**src/rtl/mfm_sync_pkg.sv**
```systemverilog
// Shared types and constants for the MFM sync-mark acquisition sequencer.
package mfm_sync_pkg;

   typedef enum logic [2:0] {
      ST_IDLE    = 3'd0,
      ST_HUNT    = 3'd1,
      ST_CHAIN   = 3'd2,
      ST_FOUND   = 3'd3,
      ST_TIMEOUT = 3'd4
   } state_e;

   localparam int CELLS_PER_MARK = 16;
   localparam int CELL_W         = 5;

endpackage

```
**src/rtl/async_edge_sync.sv**
```systemverilog
// Two-flop synchroniser for an asynchronous level, followed by a one-cycle
// rising-edge pulse taken from the synchronised value.
module async_edge_sync (
   input  logic clk,
   input  logic rst_n,
   input  logic async_i,
   output logic rise_o
);

   logic meta_q, meta_d;
   logic sync_q, sync_d;
   logic prev_q, prev_d;

   always_comb begin
      meta_d = async_i;
      sync_d = meta_q;
      prev_d = sync_q;
   end

   // NOTE: non-blocking updates so each flop takes its neighbour's old value
   always_ff @(posedge clk) begin
      if (!rst_n) begin
         meta_q <= 1'b0;
         sync_q <= 1'b0;
         prev_q <= 1'b0;
      end else begin
         meta_q <= meta_d;
         sync_q <= sync_d;
         prev_q <= prev_d;
      end
   end

   assign rise_o = sync_q & ~prev_q;

endmodule

```
**src/rtl/mfm_sync_sequencer.sv**
```systemverilog
// Hunts for a chain of sync marks spaced exactly one 16-bitcell word apart,
// reporting success or an index-pulse timeout.
module mfm_sync_sequencer
   import mfm_sync_pkg::*;
#(
   parameter int MARK_W  = 3,
   parameter int INDEX_W = 8
) (
   input  logic               CLK_PLL32MHZ,
   input  logic               RESET_N,
   input  logic               START,
   input  logic               ABORT,
   input  logic [MARK_W-1:0]  REQ_MARKS,
   input  logic [INDEX_W-1:0] INDEX_LIMIT,
   input  logic               BITCELL_STB,
   input  logic               SYNC_DET,
   input  logic               INDEX_IN,
   output logic               BUSY,
   output logic               MATCHED,
   output logic               DONE,
   output logic               TIMEOUT,
   output logic [MARK_W-1:0]  MARK_COUNT
);

   localparam logic [CELL_W-1:0] CELL_MARK = CELL_W'(CELLS_PER_MARK);
   localparam logic [MARK_W-1:0] ONE_MARK  = MARK_W'(1);

   state_e               state_q, state_d;
   logic [MARK_W-1:0]    req_q, req_d;
   logic [INDEX_W-1:0]   lim_q, lim_d;
   logic [MARK_W-1:0]    mark_q, mark_d;
   logic [CELL_W-1:0]    cell_q, cell_d;
   logic [INDEX_W-1:0]   idx_q, idx_d;
   logic                 matched_q, matched_d;

   logic                 sync_edge;
   logic                 index_edge;
   logic [CELL_W-1:0]    cell_eff;
   logic [MARK_W-1:0]    mark_inc;
   logic [INDEX_W-1:0]   idx_inc;
   logic                 idx_hit;
   logic                 spaced;
   logic                 chain_done;

   async_edge_sync u_sync_det (
      .clk     (CLK_PLL32MHZ),
      .rst_n   (RESET_N),
      .async_i (SYNC_DET),
      .rise_o  (sync_edge)
   );

   async_edge_sync u_index (
      .clk     (CLK_PLL32MHZ),
      .rst_n   (RESET_N),
      .async_i (INDEX_IN),
      .rise_o  (index_edge)
   );

   // A strobe landing in the edge cycle is counted before the spacing test.
   assign cell_eff   = cell_q + CELL_W'(BITCELL_STB);
   assign spaced     = (cell_eff == CELL_MARK);
   assign mark_inc   = mark_q + ONE_MARK;
   assign chain_done = (mark_inc >= req_q);
   assign idx_inc    = (idx_q == '1) ? idx_q : idx_q + INDEX_W'(1);
   assign idx_hit    = index_edge && (lim_q != '0) && (idx_inc == lim_q);

   // NOTE: every signal gets a default first so no latch is inferred
   always_comb begin
      state_d   = state_q;
      req_d     = req_q;
      lim_d     = lim_q;
      mark_d    = mark_q;
      cell_d    = cell_q;
      idx_d     = idx_q;
      matched_d = 1'b0;

      if (ABORT) begin
         state_d = ST_IDLE;
         mark_d  = '0;
         cell_d  = '0;
         idx_d   = '0;
      end else if (START) begin
         state_d = ST_HUNT;
         req_d   = (REQ_MARKS == '0) ? ONE_MARK : REQ_MARKS;
         lim_d   = INDEX_LIMIT;
         mark_d  = '0;
         cell_d  = '0;
         idx_d   = '0;
      end else begin
         case (state_q)
            ST_IDLE: begin
               mark_d = '0;
               cell_d = '0;
               idx_d  = '0;
            end
            ST_HUNT: begin
               if (index_edge) idx_d = idx_inc;
               if (sync_edge) begin
                  mark_d = ONE_MARK;
                  cell_d = '0;
               end
               if (sync_edge && req_q == ONE_MARK) begin
                  state_d   = ST_FOUND;
                  matched_d = 1'b1;
               end else if (idx_hit) begin
                  state_d = ST_TIMEOUT;
               end else if (sync_edge) begin
                  state_d = ST_CHAIN;
               end
            end
            ST_CHAIN: begin
               if (index_edge) idx_d = idx_inc;
               cell_d = cell_eff;
               if (sync_edge) begin
                  cell_d = '0;
                  if (!spaced)         mark_d = ONE_MARK;
                  else if (chain_done) mark_d = req_q;
                  else                 mark_d = mark_inc;
               end
               // A completed chain beats a same-cycle timeout.
               if (sync_edge && spaced && chain_done) begin
                  state_d   = ST_FOUND;
                  matched_d = 1'b1;
               end else if (idx_hit) begin
                  state_d = ST_TIMEOUT;
               end else if (!sync_edge && cell_eff > CELL_MARK) begin
                  state_d = ST_HUNT;
                  mark_d  = '0;
                  cell_d  = '0;
               end
            end
            default: ;
         endcase
      end
   end

   always_ff @(posedge CLK_PLL32MHZ) begin
      if (!RESET_N) begin
         state_q   <= ST_IDLE;
         req_q     <= '0;
         lim_q     <= '0;
         mark_q    <= '0;
         cell_q    <= '0;
         idx_q     <= '0;
         matched_q <= 1'b0;
      end else begin
         state_q   <= state_d;
         req_q     <= req_d;
         lim_q     <= lim_d;
         mark_q    <= mark_d;
         cell_q    <= cell_d;
         idx_q     <= idx_d;
         matched_q <= matched_d;
      end
   end

   assign BUSY       = (state_q == ST_HUNT) || (state_q == ST_CHAIN);
   assign MATCHED    = matched_q;
   assign DONE       = (state_q == ST_FOUND);
   assign TIMEOUT    = (state_q == ST_TIMEOUT);
   assign MARK_COUNT = mark_q;

endmodule
```
**config.mk**
```make
export PLATFORM = sky130hd
export DESIGN_NAME = mfm_sync_sequencer
export DESIGN_NICKNAME = d
export VERILOG_FILES = /design/src/rtl/mfm_sync_pkg.sv /design/src/rtl/async_edge_sync.sv /design/src/rtl/mfm_sync_sequencer.sv
export SDC_FILE = /design/constraint.sdc
export NUM_CORES = 1
export LEC_CHECK = 0
export ABC_AREA = 1
export BUFFER_PORTS_ARGS = -buffer_cell sky130_fd_sc_hd__buf_2
export CAP_MARGIN = 20
export CORE_ASPECT_RATIO = 1.2
export CORE_MARGIN = 4
export CORE_UTILIZATION = 52
export DETAILED_ROUTE_END_ITERATION = 6
export PLACE_DENSITY_LB_ADDON = 0.3
export SLEW_MARGIN = 20
export SYNTH_ARGS = -nofsm -noshare
export SYNTH_HDL_FRONTEND = slang
export SYNTH_HIERARCHICAL = 1
export SYNTH_SLANG_ARGS = --single-unit
```
**constraint.sdc**
```tcl
create_clock -name CLK_PLL32MHZ -period 2.18 [get_ports CLK_PLL32MHZ]
set_input_delay 0.327 -clock CLK_PLL32MHZ [delete_from_list [all_inputs] [get_ports CLK_PLL32MHZ]]
set_output_delay 0.327 -clock CLK_PLL32MHZ [all_outputs]
set_load 0.02 [all_outputs]
```
==> metrics.cfg, run 1 <==
[worst_setup_path]
path_cells = ha_4, nand2_2, nor2_4, nand2_4, nand2_2, nand2_1, nand2_1, nand2_1, nor2_2, nand3_2, or2_1, nand2_1, nand2_1, a21oi_2
reg2reg_depth = 14
rrSetupSlack_ns = 0.03
setup.worst_path.end_class = register
r2r-start = idx_q[0]
setup.worst_path.end = state_q[2]
crit_type = reg2reg
critPathRequiredTime_ns = 2.41
crit_fanout = 7
slowest_stage = dfxtp_2
cpMostUsedCell = nand2_1
critPathMaxStageDelay_ns = 0.36
critPathLaunch = idx_q[0]
r2r-end = state_q[2]
cp-start-kind = register
crit_arrival_ns = 2.38

[placed_design]
place.gp.congestion = 0.888
port-buffer-count = 24
hpwlAfterDp_um = 3500
dp_cells = 410
place_ws_ns = -0.115

[floorplanning]
initial_utilization_pct = 53.9
ios = 25
fp.dieW_um = 66.6
die-height_um = 78.3
dieArea_sq_um = 5210
fp-row-count = 25
coreArea_sq_um = 3970

[clock_tree]
cts_made_buffers = 5
path_clk_slew_ns = 0.08
clk_latency_ns = 0.29
root_buffer = clkbuf_8
clock-sinks = 37
cts_tree = yes
htreeDepth = 2
clockBufferDepth = 2

[yosys]
synth.avg_cell_area_sq_um = 6.57
synthXorXnorAreaFrac_pct = 2.05
synth-seq-cells = 37
yosysSeqAreaShare_pct = 34.6
yosys.area_share.simple_pct = 36.1
synthAdderAreaFrac_pct = 4.09
yosysWarningCount = 6
ys_types = 29
syn_nets = 351
syn_area_sq_um = 2140
synth_top_family_by_area = simple AND/OR/NAND/NOR gates
synth_compound_area_share_pct = 13.3
syn_inst = 326
synth_mux_area_share_pct = 0

[power_and_ir_drop]
peakVddDrop_v = 0.000463
powerDensity_nw_per_um2 = 598
p_leak_nw = 1.19
total_power_mw = 1.58

[timing]
holdWs_ns = 0.226
slew_headroom_pct = 58.2
final_hold_viol_count = 0
fmax_ghz = 0.464
rsz0062_at_grt = true
tightest_slew_ns = 0.623
layout_setup_ws_ns = 0.0268
skew_ns = 0.00705
slew_violations = 0
setup_viol = 0
fin_crit_ns = 2.15
finalCritPeriodShare_pct = 98.8

[detailed_routing]
firstDrtPassIters = 4
route.detailed.drc = 0
antenna_left = 0
vias_per_cell = 5.14
wire_per_inst_um = 12.0
wl_um = 5070
drt_iter0_drc = 147
num_vias = 2180

[grt]
grt_max_degree = 21
grt.overflow.total = 0
grt_first_pass_wirelength_um = 8290
grt_antenna_before_repair = 0
grt_pass1_vias = 1928
grt_usage_pct = 20.0

[layout]
seqCellArea_sq_um = 748
nFillCells = 373
multiInputGateArea_sq_um = 1260
utilization_pct = 66.7
drive_gt1_share_pct = 23.5
stdcell_count = 424
n_antenna_cell = 0
nets = 394
syn_to_final_growth_pct = 23.8

[job]
max-cap-violations = 0

[min_path]
hp-class = in2reg

[outcome]
outcome = complete, no violations

[critical path: cells and delay by family, from the launching register on]
family          cells  cell delay (ns)
simple gates       12             1.49
flops               1             0.36
fa+ha+maj           1             0.14
compound gates      1             0.10
[synth_stat cells, drive strengths merged]
master | n | area [sq um]
o21ai | 19 | 95.1
a21oi | 32 | 168
clkbuf | 4 | 15.0
ha | 7 | 87.6
xnor2 | 1 | 8.76
inv | 49 | 184
a21boi | 1 | 7.51
dfxtp | 37 | 741
nand3 | 36 | 190
nor3 | 5 | 25.0
nand3b | 2 | 15.0
nor4 | 3 | 18.8
buf | 1 | 11.3
nand4 | 4 | 25.0
xor2 | 4 | 35.0
or2 | 3 | 18.8
o211ai | 1 | 7.51
a22oi | 1 | 7.51
nand2 | 93 | 367
nor2 | 23 | 114
[registers in the layout (all words and copies together) (netlist names)]
signal,flops
idx_q,8
u_sync_det/prev_q,1
u_index/prev_q,1
MARK_COUNT,3
u_index/meta_q,1
cell_q,5
u_sync_det/prev_d,1
u_sync_det/meta_q,1
u_index/prev_d,1
lim_q,8
state_q,3
req_q,3
MATCHED,1
[layout make-up]
| cell class | count | area share (%) |
|---|---|---|
| clock inverters | 3 | 2.60 |
| flip-flops and latches | 37 | 28.2 |
| well taps | 54 | 2.55 |
| clock buffers | 5 | 2.60 |
| multi-input cells | 235 | 47.6 |
| repair buffers | 41 | 9.49 |
| inverters | 49 | 6.94 |
[power by group]
group	total [mW]	switching [mW]	internal, mW	leakage [nW]
sequential	0.708	0.0131	0.694	0.304
combinational	0.151	0.0927	0.0581	0.814
clock	0.726	0.265	0.461	0.0687
total	1.58	0.371	1.21	1.19
[repair_timing]
item                                    in CTS  in global routing
endpoints found under the setup margin       0                 11
gates resized for setup                      0                 24
hold buffers                                 0                  0
buffers inserted                             0                  6
[cells in the final DEF, fill, tap and decap left out, types with 3 or more instances in the layout]
cell type  Yosys  routed
a21oi_1       30      29
a21oi_2        2       3
buf_2          0      24
buf_4          0      16
clkbuf_8       0       5
dfxtp_1       37      31
dfxtp_2        0       6
ha_1           7       4
inv_1         48      48
nand2_1       88      85
nand2_2        4       6
nand3_1       34      33
nand3_2        2       3
nand4_1        4       4
nor2_1        16      14
nor2_2         5       7
nor3_1         5       5
nor4_1         3       3
o21ai_0       18      17
xor2_1         4       3
[logic make-up (layout without fill, tap and decap cells)]
group                    Yosys count  count (layout)
AO/OA/AOI/OAI                     54              54
buffers and inverters             54              98
flip-flops                        37              37
AND/OR/NAND/NOR                  169             169
XOR/XNOR                           5               5
adder cells (fa/ha/maj)            7               7
[metal layers]
layer,up-vias,track usage (%),share of wire (%)
li1,1137,-,-
met1,991,26.6,46
met2,46,32.8,49
met3,6,3.58,3.8
met4,0,5.08,0.95
met5,-,0,0
[per-stage QoR]
stage               setup TNS [ns]  area [sq um]
global placement            -0.138          2390
finish                           0          2650
CTS                              0          2520
detailed placement          -0.317          2390
floorplan                        0          2140
global route                -0.205          2650
[worst min path at each step]
stage | from | end | slack (ns) | cells after the start
after floorplan | u_index/meta_q | u_index/prev_d | 0.39 | 2
after global placement | u_sync_det/meta_q | u_sync_det/prev_d | 0.39 | 2
after detailed placement | u_index/meta_q | u_index/prev_d | 0.40 | 2
after CTS | INDEX_IN | u_index/meta_q | 0.22 | 3
after global routing | INDEX_IN | u_index/meta_q | 0.22 | 3
final | INDEX_IN | u_index/meta_q | 0.23 | 3
Note: power is estimated with default switching activity, not from simulation.
==> inputs of run 2 (changes only) <==
Settings changed: BUFFER_PORTS_ARGS -buffer_cell sky130_fd_sc_hd__buf_2 to default, CORE_UTILIZATION 52 to 31, DONT_BUFFER_PORTS from default to 1, SYNTH_HIERARCHICAL 1 to default.
==> run 2 against run 1 <==
Combinational power down 7%. Critical path depth unchanged. Global-route usage down 7.8 points. Total power down 15%. Area after synthesis up 0.29%. Utilization down 28 points. Clock skew up 0.0031 ns. Synthesized cell count down 3.1%.
==> metrics.cfg, run 2 <==
[outcome]
outcome = complete, no violations

[layout]
n_antenna_cell = 0
drive_gt1_share_pct = 17.1
utilization_pct = 39.2
nets = 363
syn_to_final_growth_pct = 19.8
nFillCells = 699
top_regs = idx_q: 8 flops, lim_q: 8 flops, cell_q: 5 flops
stdcell_count = 424
final_common_cell = nand2_1
final_cell_mix = 82 x nand2_1, 44 x inv_1, 32 x dfxtp_1
multiInputGateArea_sq_um = 1300
seqCellArea_sq_um = 749

[yosys]
syn_area_sq_um = 2150
syn_inst = 316
yosysTopAreaCell = dfxtp_1
ys.flop_type = dfxtp_1
yosysMostFrequentCell = nand2_1
netlist_top_cells_area = dfxtp_1 34%, nand2_1 15%, inv_1 7.7%
synth_top_area_share_pct = 34.5
synth.avg_cell_area_sq_um = 6.79
synthTopCellsByCount = 85 x nand2_1, 44 x inv_1, 37 x dfxtp_1
synth-seq-cells = 37
ys_types = 27
yosysWarningCount = 0
ys_async_sr_fraction_pct = 0
yosysSeqAreaShare_pct = 34.5
synth-edff-count = 0
syn_nets = 341

[timing]
fin_crit_ns = 2.05
slew_violations = 0
fmax_ghz = 0.488
rsz0062_at_grt = true
final_hold_viol_count = 0
setup_viol = 0
skew_ns = 0.0102
tns_ns = 0
finalCritPeriodShare_pct = 94.0
holdWs_ns = 0.130
tightest_slew_ns = 0.710
layout_setup_ws_ns = 0.131
slew_headroom_pct = 52.3

[detailed_routing]
antenna_left = 0
vias_per_cell = 4.80
drt_iter0_drc = 174
wl_met3_um = 261
highest_layer = met4
num_vias = 2034
wire_per_inst_um = 11.9
firstDrtPassIters = 4
wl_um = 5060
wl_met1_um = 2370
route.detailed.drc = 0
wl_met2_um = 2320

[clock_tree]
root_buffer = clkbuf_8
cts_made_buffers = 5
clk_latency_ns = 0.30
cts_tree = yes
holdBufCountCts = 0
clock-sinks = 37
htreeDepth = 2
path_clk_slew_ns = 0.08
clockBufferDepth = 2

[min_path]
hp-class = in2reg

[worst_setup_path]
cp-start-kind = register
critPathRequiredTime_ns = 2.38
setup.worst_path.end_class = register
crit_fanout = 3
crit_arrival_ns = 2.25
crit_type = reg2reg

[grt]
grt_antenna_before_repair = 0
grt_pass1_vias = 1874
grt.overflow.total = 0
grt_first_pass_wirelength_um = 8320
grt_max_degree = 21
grt_usage_pct = 12.2

[floorplanning]
fp-row-count = 32
fp.dieW_um = 84.0
coreArea_sq_um = 6570
die-height_um = 99.2
dieArea_sq_um = 8330
initial_utilization_pct = 32.7
ios = 25

[power_and_ir_drop]
powerDensity_nw_per_um2 = 525
peakVddDrop_v = 0.000278
p_leak_nw = 1.11

[placed_design]
dp_cells = 411
hpwlAfterDp_um = 3760
port-buffer-count = 0
place.gp.congestion = 0.865
place_ws_ns = 0.0214

[job]
max-cap-violations = 0

run 2: cell count changes after synthesis, moves of 4 or more:
| cell | previous run | this run |
|---|---|---|
| inv_1 | 48 | 44 |
| nand3_1 | 34 | 29 |
| nor2_1 | 16 | 21 |
| nor2_2 | 5 | 1 |
run 2: power breakdown:
group | leakage [nW] | switching (mW) | total, mW | internal (mW)
Clock | 0.0455 | 0.246 | 0.504 | 0.258
Combinational | 0.758 | 0.0891 | 0.140 | 0.0505
Sequential | 0.304 | 0.0108 | 0.704 | 0.694
run 2: worst paths after layout:
path	start	endpoint	slack, ns	cells after the start
max	MARK_COUNT[0]	state_q[0]	0.13	14
min	RESET_N	u_index.meta_q	0.13	2
max reg2reg	MARK_COUNT[0]	state_q[0]	0.13	14
min reg2reg	u_index.meta_q	u_index.prev_d	0.42	2
run 2: cell families (layout without fill, tap and decap cells):
kind of cell    Yosys count  after routing  synth area share (%)
xor+xnor                  9              9                  4.72
flops                    37             37                  34.5
compound gates           56             56                  14.5
fa+ha+maj                 7              7                  4.08
simple gates            157            157                  33.1
buf+inv                  50             73                  9.09
run 2: critical path, cell delays in order (launching register included):
cell and delay [ns]:
dfxtp_4 0.36, ha_4 0.16, xor2_2 0.16, ha_4 0.28
nand2_1 0.05, o211ai_1 0.25, nand4_1 0.16, nand2_1 0.12
nand2_2 0.08, nand2_2 0.07, nand2_2 0.05, nand2_1 0.06
nand3_1 0.07, nand2_1 0.06, inv_1 0.03
run 2: metal layers:
layer / global-route usage (%) / vias to the layer above
met5: 0 / -
met4: 6.19 / 0
met3: 2.24 / 9
met2: 19.5 / 59
met1: 15.6 / 904
li1: - / 1062
run 2: area by class of cell:
| type | count | share of cell area (%) |
|---|---|---|
| flip-flops and latches | 37 | 29.1 |
| multi-input cells | 229 | 50.5 |
| repair buffers | 20 | 6.13 |
| well taps | 85 | 4.14 |
| inverters | 45 | 6.57 |
| clock buffers | 8 | 3.50 |
run 2: timing repair:
| item | 4_1_cts | 5_1_grt |
|---|---|---|
| endpoints found under the setup margin | 0 | 11 |
| setup buffers | 0 | 5 |
| resized for setup | 0 | 24 |
run 2: metrics by stage:
step           cell area [sq um]  total power, mW
2_1_floorplan               2170            0.820
3_3_place_gp                2360            0.853
3_5_place_dp                2360            0.855
4_1_cts                     2450             1.36
5_1_grt                     2570             1.41
6_report                    2570             1.35
==> inputs of run 3 (changes only) <==
--- a/config.mk
+++ b/config.mk
@@ -7,3 +7,2 @@
 export LEC_CHECK = 0
-export ABC_AREA = 1
 export CAP_MARGIN = 20
--- a/constraint.sdc
+++ b/constraint.sdc
@@ -3,2 +3,2 @@
 set_output_delay 0.327 -clock CLK_PLL32MHZ [all_outputs]
-set_load 0.02 [all_outputs]
+set_load 0.05 [all_outputs]
==> run 3 against run 2 <==
The run now ends with negative setup slack left. Sequential cell count unchanged. Cell area up 23%. Critical path depth fell by 6. Total power grew 12%. Wire length up 25%. Count of clock-buffer cells in the layout decreased by 2. Fmax down 18%. Global-route usage up 3.0 points. Area after synthesis increased by 5.6%. Cell count rose by 3.1%. Critical endpoint is now state_q[1]. Largest power group unchanged.
==> metrics.cfg, run 3 <==
[grt]
grt.overflow.total = 0
grt_antenna_before_repair = 0
grt_usage_pct = 15.1
grt_pass1_vias = 2319
grt_max_degree = 19
grt_first_pass_wirelength_um = 10600

[outcome]
violations = negative setup slack
outcome = finished with violations

[timing]
holdWs_ns = 0.152
rsz0062_at_grt = true
final_hold_viol_count = 0
skew_ns = 0.0129
fmax_ghz = 0.398
slew_violations = 0
setup_viol = 11
finalCritPeriodShare_pct = 115
layout_setup_ws_ns = -0.332
tightest_slew_ns = 0.525
slew_headroom_pct = 64.7
fin_crit_ns = 2.51

[job]
max-cap-violations = 0

[placed_design]
port-buffer-count = 0
place.gp.congestion = 0.854
place_ws_ns = -0.393
hpwlAfterDp_um = 4640

[power_and_ir_drop]
peakVddDrop_v = 0.000376
p_int_mw = 1.13
p_sw_share_pct = 24.9
p_leak_nw = 1.26
power.share.clock_pct = 43.0
comb_power_share_pct = 10.8
p_seq_share_pct = 46.3
p_sw_uw = 375
powerDensity_nw_per_um2 = 476

[clock_tree]
clockBufferDepth = 2
clk_latency_ns = 0.30
clock-sinks = 37
cts_made_buffers = 5
root_buffer = clkbuf_8
htreeDepth = 2
holdBufCountCts = 0
cts_tree = yes
path_clk_slew_ns = 0.08

[yosys]
synth.avg_cell_area_sq_um = 8.13
synthTopCellsByCount = 37 x dfxtp_1, 35 x nand2_1, 27 x nor2_1
synth_top_area_share_pct = 32.7
synth-edff-count = 0
synth-seq-cells = 37
syn_area_sq_um = 2270
syn_inst = 279
netlist_top_cells_area = dfxtp_1 33%, nand2_1 5.8%, nor2_1 4.5%
ys_types = 62
yosysSeqAreaShare_pct = 32.7
yosysTopAreaCell = dfxtp_1
ys_async_sr_fraction_pct = 0
yosysWarningCount = 0
yosysMostFrequentCell = dfxtp_1
syn_nets = 304
ys.flop_type = dfxtp_1

[floorplanning]
initial_utilization_pct = 32.5
ios = 25
coreArea_sq_um = 6980
dieArea_sq_um = 8750
fp.dieW_um = 86.1
fp-row-count = 33
die-height_um = 102

[worst_setup_path]
path_cells = ha_4, nand3_1, a211oi_2, o311ai_1, a2111o_1, or3_4, or4_1, a31oi_1
crit_arrival_ns = 2.74
critPathRequiredTime_ns = 2.41
critPathMaxStageDelay_ns = 0.47
cp-start-kind = register
crit_fanout = 6
slowest_stage = or4_1
setup.worst_path.end_class = register
crit_type = reg2reg
rrSetupSlack_ns = -0.33

[detailed_routing]
vias_per_cell = 5.27
wl_um = 6330
num_vias = 2303
antenna_left = 0
route.detailed.drc = 0
wire_per_inst_um = 14.5
drt_iter0_drc = 142
firstDrtPassIters = 4

[layout]
final_cell_mix = 68 x buf_4, 34 x nand2_1, 30 x dfxtp_1
nets = 374
drive_gt1_share_pct = 36.3
final_common_cell = buf_4
nFillCells = 659
syn_to_final_growth_pct = 39.7
top_regs = idx_q: 8 flops, lim_q: 8 flops, cell_q: 5 flops
n_antenna_cell = 0

[min_path]
hp-class = in2reg

-- run 3: routing by layer --
metal	up-vias	wire (um)	track usage (%)	share of wire, %
li1	1155	-	-	-
met1	1085	2980	18.7	47
met2	57	3010	26.1	48
met3	6	243	2.44	3.8
met4	0	92	5.97	1.5
met5	-	0	0	0
-- run 3: logic make-up (layout without fill, tap and decap cells) --
group / Yosys count / in the layout / synth area share (%)
AND/OR/NAND/NOR: 122 / 122 / 27.6
buffers and inverters: 20 / 91 / 4.25
adder cells (fa/ha/maj): 8 / 8 / 4.30
AO/OA/AOI/OAI: 76 / 76 / 24.8
multiplexers: 4 / 4 / 1.77
flip-flops: 37 / 37 / 32.7
XOR/XNOR: 12 / 12 / 4.64
-- run 3: power groups by stage --
stage / sequential (mW) / combinational (mW) / clock, mW
2_1_floorplan: 0.716 / 0.0962 / 0
3_3_place_gp: 0.715 / 0.153 / 0
3_5_place_dp: 0.716 / 0.155 / 0
4_1_cts: 0.697 / 0.157 / 0.669
5_1_grt: 0.700 / 0.181 / 0.684
6_report: 0.697 / 0.162 / 0.648
-- run 3: final timing paths --
check,start,cells past startpoint,end
max,idx_q[1],8,state_q[1]
max reg2reg,idx_q[1],8,state_q[1]
min,RESET_N,1,u_index.prev_d
min reg2reg,u_sync_det.meta_q,1,u_sync_det.prev_d
-- run 3: cell type report --
class / instances / area (sq um) / area share, %
repair buffers: 77 / 612 / 19.3
flip-flops and latches: 37 / 759 / 24.0
multi-input cells: 222 / 1550 / 48.8
clock inverters: 2 / 36.3 / 1.15
clock buffers: 6 / 82.6 / 2.61
inverters: 6 / 22.5 / 0.711
well taps: 87 / 109 / 3.44
-- run 3: through the flow --
step | setup TNS (ns) | cells | cell area (sq um) | power [mW] | utilization (%)
floorplan | -1.87 | 279 | 2300 | 0.812 | -
global placement | -1.93 | 419 | 2840 | 0.868 | 40.6
detailed placement | -2.38 | 419 | 2840 | 0.870 | 40.6
CTS | -2.52 | 434 | 3060 | 1.52 | 43.8
global route | -5.02 | 437 | 3170 | 1.56 | 45.4
finish | -2.96 | 437 | 3170 | 1.51 | 45.4
-- run 3: timing repair --
action,in CTS,in global routing
pin swaps,17,23
buffers inserted,7,4
setup endpoints to repair,11,13
gates resized for setup,16,20
-- run 3: worst max-delay path, delay by kind of cell, from the launching register on --
family / cells / cell delay, ns
AND/OR/NAND/NOR: 3 / 0.97
AO/OA/AOI/OAI: 4 / 0.94
flip-flops: 1 / 0.37
adder cells (fa/ha/maj): 1 / 0.17
